===== config.mk =====
export PLATFORM = sky130hd
export DESIGN_NAME = reg_cmd_ctrl_flat
export DESIGN_NICKNAME = d
export VERILOG_FILES = /design/src/rtl/reg_cmd_ctrl_if.sv /design/src/rtl/reg_cmd_ctrl.sv /design/src/flat_wrapper.sv
export SDC_FILE = /design/constraint.sdc
export NUM_CORES = 1
export LEC_CHECK = 0
export ABC_CLOCK_PERIOD_IN_PS = 2630
export CAP_MARGIN = 20
export CORE_ASPECT_RATIO = 0.75
export CORE_MARGIN = 10
export CORE_UTILIZATION = 40
export CTS_BUF_LIST = sky130_fd_sc_hd__clkbuf_4
export DETAILED_ROUTE_END_ITERATION = 7
export PLACE_DENSITY = 0.79
export SYNTH_ARGS = -nofsm -noshare
export SYNTH_HDL_FRONTEND = slang
export SYNTH_SLANG_ARGS = --single-unit

===== constraint.sdc =====
create_clock -name clk -period 2.63 [get_ports clk]
set_clock_uncertainty 0.05 [all_clocks]
set_input_delay 0.526 -clock clk [delete_from_list [all_inputs] [get_ports clk]]
set_output_delay 0.526 -clock clk [all_outputs]
set_load 0.005 [all_outputs]

===== src/rtl/reg_cmd_ctrl_if.sv =====
// reg_cmd_ctrl_if: RX byte stream, register-file port and TX handshake of the command controller
interface reg_cmd_ctrl_if #(
    parameter int DATA_WIDTH = 8,
    parameter int ADDR_WIDTH = 4
);
    logic [DATA_WIDTH-1:0] rx_p_data;
    logic                  rx_d_vld;
    logic                  wr_en;
    logic                  rd_en;
    logic [ADDR_WIDTH-1:0] address;
    logic [DATA_WIDTH-1:0] wr_data;
    logic [DATA_WIDTH-1:0] rd_data;
    logic                  rd_data_valid;
    logic [DATA_WIDTH-1:0] tx_p_data;
    logic                  tx_d_vld;
    logic                  tx_busy;
    logic                  cmd_err;
    modport master (
        input  rx_p_data, rx_d_vld, rd_data, rd_data_valid, tx_busy,
        output wr_en, rd_en, address, wr_data, tx_p_data, tx_d_vld, cmd_err
    );
    modport slave (
        output rx_p_data, rx_d_vld, rd_data, rd_data_valid, tx_busy,
        input  wr_en, rd_en, address, wr_data, tx_p_data, tx_d_vld, cmd_err
    );
endinterface


===== src/rtl/reg_cmd_ctrl.sv =====
// reg_cmd_ctrl: parses UART command bytes into register-file strobes and returns read data to TX
module reg_cmd_ctrl #(
    parameter int DATA_WIDTH = 8,
    parameter int ADDR_WIDTH = 4,
    parameter int RD_TIMEOUT = 4
) (
    input logic            clk,
    input logic            rst_n,
    reg_cmd_ctrl_if.master bus
);
    localparam int CW = $clog2(RD_TIMEOUT + 1);
    localparam logic [CW-1:0] CNT_MAX = CW'(RD_TIMEOUT);
    localparam logic [CW-1:0] CNT_LAST = CW'(RD_TIMEOUT - 1);
    localparam logic [DATA_WIDTH-1:0] OP_WR = DATA_WIDTH'(8'hAA);
    localparam logic [DATA_WIDTH-1:0] OP_RD = DATA_WIDTH'(8'hBB);
    localparam logic [2:0] IDLE = 3'd0, WR_ADDR = 3'd1, WR_DATA = 3'd2, WR_EXEC = 3'd3,
                           RD_ADDR = 3'd4, RD_EXEC = 3'd5, RD_WAIT = 3'd6, TX_SEND = 3'd7;
    logic [2:0]            state_q, state_d;
    logic [ADDR_WIDTH-1:0] address_q, address_d;
    logic [DATA_WIDTH-1:0] wr_data_q, wr_data_d;
    logic [DATA_WIDTH-1:0] tx_data_q, tx_data_d;
    logic [CW-1:0]         cnt_q, cnt_d;
    logic                  err_q, err_d;
    logic                  vld;
    logic                  addr_ok;
    assign vld = bus.rx_d_vld;
    assign addr_ok = (bus.rx_p_data >> ADDR_WIDTH) == '0;
    always_comb begin
        state_d = state_q;
        address_d = address_q;
        wr_data_d = wr_data_q;
        tx_data_d = tx_data_q;
        cnt_d = (cnt_q == CNT_MAX) ? cnt_q : cnt_q + 1'b1;
        err_d = 1'b0;
        case (state_q)
            IDLE: if (vld) begin
                state_d = (bus.rx_p_data == OP_WR) ? WR_ADDR : (bus.rx_p_data == OP_RD) ? RD_ADDR : IDLE;
                err_d = bus.rx_p_data != OP_WR && bus.rx_p_data != OP_RD;
            end
            WR_ADDR, RD_ADDR: if (vld) begin
                err_d = !addr_ok;
                state_d = !addr_ok ? IDLE : (state_q == WR_ADDR) ? WR_DATA : RD_EXEC;
                address_d = addr_ok ? bus.rx_p_data[ADDR_WIDTH-1:0] : address_q;
            end
            WR_DATA: if (vld) begin
                wr_data_d = bus.rx_p_data;
                state_d = WR_EXEC;
            end
            WR_EXEC: begin
                err_d = vld;
                state_d = IDLE;
            end
            RD_EXEC: begin
                err_d = vld;
                cnt_d = '0;
                state_d = RD_WAIT;
            end
            RD_WAIT: begin
                err_d = vld || (!bus.rd_data_valid && cnt_q == CNT_LAST);
                tx_data_d = bus.rd_data_valid ? bus.rd_data : tx_data_q;
                state_d = bus.rd_data_valid ? TX_SEND : (cnt_q == CNT_LAST) ? IDLE : RD_WAIT;
            end
            default: begin
                err_d = vld;
                state_d = bus.tx_busy ? TX_SEND : IDLE;
            end
        endcase
    end
    always_ff @(posedge clk or negedge rst_n) begin
        if (!rst_n) begin
            state_q <= IDLE;
            address_q <= '0;
            wr_data_q <= '0;
            tx_data_q <= '0;
            cnt_q <= '0;
            err_q <= 1'b0;
        end else begin
            state_q <= state_d;
            address_q <= address_d;
            wr_data_q <= wr_data_d;
            tx_data_q <= tx_data_d;
            cnt_q <= cnt_d;
            err_q <= err_d;
        end
    end
    assign bus.wr_en = state_q == WR_EXEC;
    assign bus.rd_en = state_q == RD_EXEC;
    assign bus.tx_d_vld = state_q == TX_SEND && !bus.tx_busy;
    assign bus.address = address_q;
    assign bus.wr_data = wr_data_q;
    assign bus.tx_p_data = tx_data_q;
    assign bus.cmd_err = err_q;
endmodule


===== src/flat_wrapper.sv =====
// flat-port wrapper written by rule: the top's interface ports become plain ports
module reg_cmd_ctrl_flat 
#(
    parameter int DATA_WIDTH = 8,
    parameter int ADDR_WIDTH = 4,
    parameter int RD_TIMEOUT = 4
)
  (clk, rst_n, bus_rx_p_data, bus_rx_d_vld, bus_rd_data, bus_rd_data_valid, bus_tx_busy, bus_wr_en, bus_rd_en, bus_address, bus_wr_data, bus_tx_p_data, bus_tx_d_vld, bus_cmd_err);
  reg_cmd_ctrl_if #(.DATA_WIDTH(DATA_WIDTH), .ADDR_WIDTH(ADDR_WIDTH)) bus_i ();
  input logic clk;
  input logic rst_n;
  input wire logic [$bits(bus_i.rx_p_data)-1:0] bus_rx_p_data;
  input wire logic [$bits(bus_i.rx_d_vld)-1:0] bus_rx_d_vld;
  input wire logic [$bits(bus_i.rd_data)-1:0] bus_rd_data;
  input wire logic [$bits(bus_i.rd_data_valid)-1:0] bus_rd_data_valid;
  input wire logic [$bits(bus_i.tx_busy)-1:0] bus_tx_busy;
  output wire logic [$bits(bus_i.wr_en)-1:0] bus_wr_en;
  output wire logic [$bits(bus_i.rd_en)-1:0] bus_rd_en;
  output wire logic [$bits(bus_i.address)-1:0] bus_address;
  output wire logic [$bits(bus_i.wr_data)-1:0] bus_wr_data;
  output wire logic [$bits(bus_i.tx_p_data)-1:0] bus_tx_p_data;
  output wire logic [$bits(bus_i.tx_d_vld)-1:0] bus_tx_d_vld;
  output wire logic [$bits(bus_i.cmd_err)-1:0] bus_cmd_err;
  assign bus_i.rx_p_data = bus_rx_p_data;
  assign bus_i.rx_d_vld = bus_rx_d_vld;
  assign bus_i.rd_data = bus_rd_data;
  assign bus_i.rd_data_valid = bus_rd_data_valid;
  assign bus_i.tx_busy = bus_tx_busy;
  assign bus_wr_en = bus_i.wr_en;
  assign bus_rd_en = bus_i.rd_en;
  assign bus_address = bus_i.address;
  assign bus_wr_data = bus_i.wr_data;
  assign bus_tx_p_data = bus_i.tx_p_data;
  assign bus_tx_d_vld = bus_i.tx_d_vld;
  assign bus_cmd_err = bus_i.cmd_err;
  reg_cmd_ctrl #(.DATA_WIDTH(DATA_WIDTH), .ADDR_WIDTH(ADDR_WIDTH), .RD_TIMEOUT(RD_TIMEOUT)) u_core (.clk(clk), .rst_n(rst_n), .bus(bus_i));
endmodule

==> metrics, run 1 <==
Worst-Margin Slew=0.4688 ns; Post-Syn Area=1324 µm²; IO Pins=45; Vias/cell=5.400; Worst-Skew Late Latency=between 0.3 and 0.4 ns; Total Die Area=6034 µm²; total gr overflow=0; fillers=251; Fin. Hold Viols=0; Avg Cell Area, Syn=11.71 µm²; max-cap violation count=0; nets=187; Synth-to-Final Area Change=40.74%; Clk pin slew, worst setup/hold paths=0.15 ns; DIE WIDTH=86.43 µm; post-route minimum period=about 2.5 ns; Cell Rows=17; Starting Density=0.4322; htree depth=1; Non-Filler Instances=200; Ys Warns=0; fraction of layout instances using a drive strength above 1=0.2160; Crit path required time=2.05 ns; Min Hold Slack=0.4758 ns; sequential-to-total area share from yosys stat=0.5104; setup ws final=0.1465 ns; # setup viols final=0; core footprint=3063 µm²; Num CTS Buffers=3; placed cell area=1831 µm²; drc violations=0; leakage=about 0.83 nW; Antenna Nets Post-Route=0; CTS root buffer=clkbuf_4; status=finished clean; Critical Path Source Type=register; Syn Nets=137; CP Capture Type=primary output; core utilization of the finished layout=0.6083; RSZ-0062 raised after global routing=false; Power Dens Cells=767.7 nW/µm²; final wirelength=around 3.4 mm; Vias=1,080; largest net degree at the start of global routing=28; Unique masters post-synth=36; first-pass GRT wire length=5.830 mm; hold buffers post-CTS=0; type of the worst setup path=register to primary output; vias in the first global route=1,129; Port Buf Inserts=between 40 and 50; Min-Delay Path Class=register to register; worst vdd ir=0.4822 mV; Worst path max stage delay=0.52 ns; arrival time worst endpoint=1.91 ns; drt pass-1 iters=4; CP Max Fanout=12; number of synthesized register bits=27; overall power=approximately 1.4 mW; Total GRT Usage=0.1144; cells along the critical path=nor2b_1 -> and2_1 -> clkdlybuf4s50_1; design area=1863 µm²; max-slew violation count=0; detailed placer's ending HPWL=around 2.8 mm; slew margin rel.=0.6846; GP Congestion=0.8162; clk sink count=27; Post-Synthesis Cells=113; Iter 0 DRT Violations=73; Vert. Die Dim=69.82 µm; CTS Buffer Depth=2; Antenna Cells=0; pre-CTS WS=0.05236 ns; Max Fclk=402.7 MHz; initial antenna violation count=0; CTS tree=yes; final cycle utilization of the critical path=0.9443; post-CTS setup repair buffer count=0; CP max-delay cell=dfrtp_2; DP Cell Count=about 200; TNS Setup=0 ns; Avg WL per Cell=17.19 µm
## registers in the layout (all words and copies together), names as in the netlist
| name | flops |
|---|---|
| u_core.bus.tx_p_data | 8 |
| u_core.bus.wr_data | 8 |
| u_core.bus.address | 4 |
| u_core.cnt_q | 3 |
| u_core.state_q | 3 |
| u_core.bus.cmd_err | 1 |
## worst max-delay path: cells and delay by family (launching register included)
kind                   cells  cell delay (ns)
AND/OR/NAND/NOR            2             0.54
flip-flops                 1             0.52
buffers and inverters      1             0.52
## per-layer routing
| layer | global-route usage | up-vias | share of wire |
|---|---|---|---|
| li1 | - | 503 | - |
| met1 | 0.1371 | 529 | 0.41 |
| met4 | 0.005348 | 0 | 0 |
| met3 | 0.04684 | 0 | 0.092 |
| met2 | 0.1943 | 48 | 0.49 |
| met5 | 0 | - | 0 |
## path summary, 6_finish.rpt
kind / endpoint / depth (start not counted) / slack (ns) / start
max: bus_rd_en / 3 / 0.15 / u_core.state_q[0]
min in group asynchronous: u_core.bus.wr_data[7] / 2 / 0.49 / rst_n
max in group asynchronous: u_core.state_q[1] / 2 / 1.77 / rst_n
max reg2reg: u_core.bus.wr_data[5] / 3 / 0.80 / u_core.state_q[2]
min: u_core.bus.tx_p_data[6] / 1 / 0.48 / u_core.bus.tx_p_data[6]
min reg2reg: u_core.bus.tx_p_data[6] / 1 / 0.48 / u_core.bus.tx_p_data[6]
## kinds of logic after synthesis
logic type | after synthesis | share of synthesized area
mux | 20 | 0.1815
buf+inv | 9 | 0.03118
simple gates | 33 | 0.1371
fa+ha+maj | 3 | 0.02836
compound gates | 19 | 0.09831
flops | 27 | 0.5104
xor+xnor | 2 | 0.01323
## Yosys cell counts, drive strengths merged
library cell,count,area (µm²)
o21ai,2,10.01
nor2b,2,12.51
o21bai,1,7.510
a21o,2,15.01
mux2,20,240.2
nor4bb,1,10.01
clkbuf,3,11.26
ha,3,37.54
a22oi,1,7.510
xnor2,2,17.52
or2,1,6.260
o22ai,1,6.260
a211oi,1,7.510
nand4,1,6.260
and3,1,6.260
dfrtp,27,675.7
a2bb2oi,1,8.760
nor3b,1,7.510
a21oi,4,20.02
o2bb2ai,1,8.760
buf,2,15.01
nand2,7,26.28
nand3,4,20.02
nor3,1,5.000
nand2b,1,6.260
o21a,2,15.01
inv,4,15.01
and2,2,12.51
or4,2,22.52
nor4,1,6.260
a31oi,1,6.260
nor2,7,26.28
nand3b,1,7.510
o32ai,2,17.52
## power by group
group / switching, mW / internal, mW
Combinational: 0.222 / 0.365
Sequential: 0.116 / 0.542
Clock: 0.127 / 0.0582
Total: 0.465 / 0.965
## layout make-up
class	instances	area [µm²]	area share
clock buffer	3	22.52	0.01209
inverter	4	15.01	0.008059
clock inverter	1	7.507	0.004030
timing repair buffer	50	485.5	0.2606
tap	38	47.55	0.02552
sequential	27	678.2	0.3640
multi-input combinational	77	606.8	0.3257
## what timing repair did
action,in CTS,in global routing
endpoints found under the setup margin,0,1
resized for setup,0,2
endpoints found under the hold margin,0,0
## cells in the final DEF, fill, tap and decap left out
master           Yosys  final
mux2_4               4      4
o2bb2ai_1            1      1
o21a_1               2      2
o21bai_1             1      1
nand2_1              7      7
dfrtp_1             27     25
dfrtp_2              0      2
a21oi_1              4      4
or2_2                1      1
and3_1               1      1
a2bb2oi_1            1      1
nor4_1               1      1
nand3_1              4      4
inv_1                4      4
nor2b_1              2      2
o32ai_1              2      2
clkdlybuf4s50_1      0     44
a22oi_1              1      1
nor2_1               7      7
mux2_2              16     16
nor4bb_1             1      1
buf_4                0      6
ha_1                 3      3
nand3b_1             1      1
nand4_1              1      1
a21o_1               2      2
clkbuf_4             0      3
or4_4                2      2
o21ai_0              2      2
nor3b_1              1      1
a31oi_1              1      1
a211oi_1             1      1
and2_1               2      2
xnor2_1              2      2
clkinvlp_4           0      1
nor3_1               1      1
nand2b_1             1      1
o22ai_1              1      1
(Power assumes the default switching activity.)
==> run 2: changes to the inputs <==
Settings changed: CELL_PAD_IN_SITES_DETAIL_PLACEMENT from default to 1, CELL_PAD_IN_SITES_GLOBAL_PLACEMENT from default to 1, CORE_UTILIZATION 40 to 38, CTS_CLUSTER_DIAMETER from default to 60, PLACE_DENSITY 0.79 to 0.93.
==> run 2 against run 1 <==
  * Setup slack worse by 0.0079 ns
  * First-iteration DRC count down 52%
  * Via count about the same
  * Routed wire length up 6.5%
  * Sequential power about the same
  * Total power up 1.0%
  * Die area up 3.9%
  * Largest power group unchanged
==> metrics, run 2 (synthesized netlist as in run 1, its figures left out) <==
status=finished clean (unchanged); GP Congestion=0.8515 (was 0.8162); arrival time worst endpoint=1.92 ns (was 1.91 ns); CTS Buffer Depth=2 (unchanged); post-CTS setup repair buffer count=0 (unchanged); detailed placer's ending HPWL=2.893 mm (was 2.760 mm); core utilization of the finished layout=0.5612 (was 0.6083); CP Max Fanout=12 (unchanged); most common cell after layout, fill and taps aside=clkdlybuf4s50_1 (unchanged); worst vdd ir=0.4469 mV (was 0.4822 mV); max-cap violation count=0 (unchanged); design area=1858 µm² (was 1863 µm²); CP Capture Type=primary output (unchanged); CP max-delay cell=clkdlybuf4s50_1 (was dfrtp_2); IO Pins=45 (unchanged); nets=186 (was 187); Total GRT Usage=0.1185 (was 0.1144); Cell Rows=18 (was 17); placed cell area=1826 µm² (was 1831 µm²); overall power=1.445 mW (was 1.430 mW); total gr overflow=0 (unchanged); Iter 0 DRT Violations=35 (was 73); core footprint=3311 µm² (was 3063 µm²); largest net degree at the start of global routing=28 (unchanged); CTS tree=yes (unchanged); first-pass GRT wire length=6.072 mm (was 5.830 mm); Vert. Die Dim=71.12 µm (was 69.82 µm); leakage=0.8266 nW (was 0.8314 nW); Vias/cell=5.368 (was 5.400); slew margin rel.=0.6203 (was 0.6846); htree depth=1 (unchanged); initial antenna violation count=0 (unchanged); Antenna Nets Post-Route=0 (unchanged); max-slew violation count=0 (unchanged); Fin. Hold Viols=0 (unchanged); Port Buf Inserts=44 (unchanged); Clk pin slew, worst setup/hold paths=0.15 ns (about the same); Min-Delay Path Class=register to register (unchanged); drc violations=0 (unchanged); Power Dens Cells=777.4 nW/µm² (was 767.7 nW/µm²); Resized Gates After CTS=0 (unchanged); post-route minimum period=2.491 ns (was 2.484 ns); hold buffers post-CTS=0 (unchanged); Total Die Area=6269 µm² (was 6034 µm²); Min Hold Slack=0.4735 ns (was 0.4758 ns); Critical Path Source Type=register (unchanged); Worst-Margin Slew=0.5643 ns (was 0.4688 ns); Vias=1,079 (was 1,080); CTS root buffer=clkbuf_4 (unchanged); most frequent cells in the layout=clkdlybuf4s50_1 (44), dfrtp_1 (25), mux2_2 (16) (unchanged); RSZ-0062 raised after global routing=false (unchanged); Num CTS Buffers=3 (unchanged); Synth-to-Final Area Change=40.36% (was 40.74%); type of the worst setup path=register to primary output (unchanged); cells along the critical path=nor2b_1 -> and2_1 -> clkdlybuf4s50_1 (unchanged); fraction of layout instances using a drive strength above 1=0.2112 (was 0.2160); Max Fclk=401.4 MHz (was 402.7 MHz); final wirelength=3.660 mm (was 3.437 mm); Starting Density=0.3998 (was 0.4322); # setup viols final=0 (unchanged); vias in the first global route=1,219 (was 1,129); Antenna Cells=0 (unchanged); drt pass-1 iters=4 (unchanged); Avg WL per Cell=18.21 µm (was 17.19 µm); DIE WIDTH=88.15 µm (was 86.43 µm); final cycle utilization of the critical path=0.9473 (was 0.9443); Crit path required time=2.05 ns (about the same); TNS Setup=0 ns (unchanged); Worst-Skew Late Latency=0.34 ns (was 0.33 ns); clk sink count=27 (unchanged); Worst path max stage delay=0.53 ns (was 0.52 ns)
run 2: cell types whose count changed in the layout (fill, tap and decap cells not counted), sizes merged:
cell and delta:
buf -1
run 2: path summary, 6_finish.rpt:
kind / startpoint / end / slack, ns / depth (start not counted)
max reg2reg: u_core.state_q[2] / u_core.bus.wr_data[7] / 0.80 / 3
min reg2reg: u_core.bus.tx_p_data[1] / u_core.bus.tx_p_data[1] / 0.47 / 1
max in group asynchronous: rst_n / u_core.state_q[0] / 1.77 / 2
max: u_core.state_q[0] / bus_rd_en / 0.14 / 3
min in group asynchronous: rst_n / u_core.cnt_q[1] / 0.49 / 2
min: u_core.bus.tx_p_data[1] / u_core.bus.tx_p_data[1] / 0.47 / 1
run 2: routing by layer:
metal,part of all wire,vias up,global-route usage
met5,0,-,0
met4,0.0038,0,0.02609
met3,0.12,2,0.06407
met2,0.46,50,0.1839
met1,0.42,524,0.1412
li1,-,503,-
run 2: per-stage QoR:
step | setup WS, ns | cells
3_3_place_gp | 0.1094 | 197
2_1_floorplan | 0.4999 | 113
5_1_grt | 0.01719 | 201
6_report | 0.1385 | 201
4_1_cts | 0.01265 | 201
3_5_place_dp | 0.06394 | 197
run 2: worst max-delay path: cells and delay by family (launching register included):
family                 cells  cell delay [ns]
and+or+nand+nor            2             0.53
buffers and inverters      1             0.53
DFF                        1             0.52
run 2: power by group:
group / switching (mW) / internal [mW]
Sequential: 0.119 / 0.542
Combinational: 0.228 / 0.363
Clock: 0.134 / 0.0584
Total: 0.481 / 0.964
run 2: area by class of cell:
cell class                      count  area, µm²
Timing Repair Buffer               49      478.0
Inverter                            4      15.01
Clock inverter                      1      7.507
Tap cell                           40      50.05
Clock buffer                        3      22.52
Sequential cell                    27      678.2
Fill cell                         355       1453
Multi-Input combinational cell     77      606.8
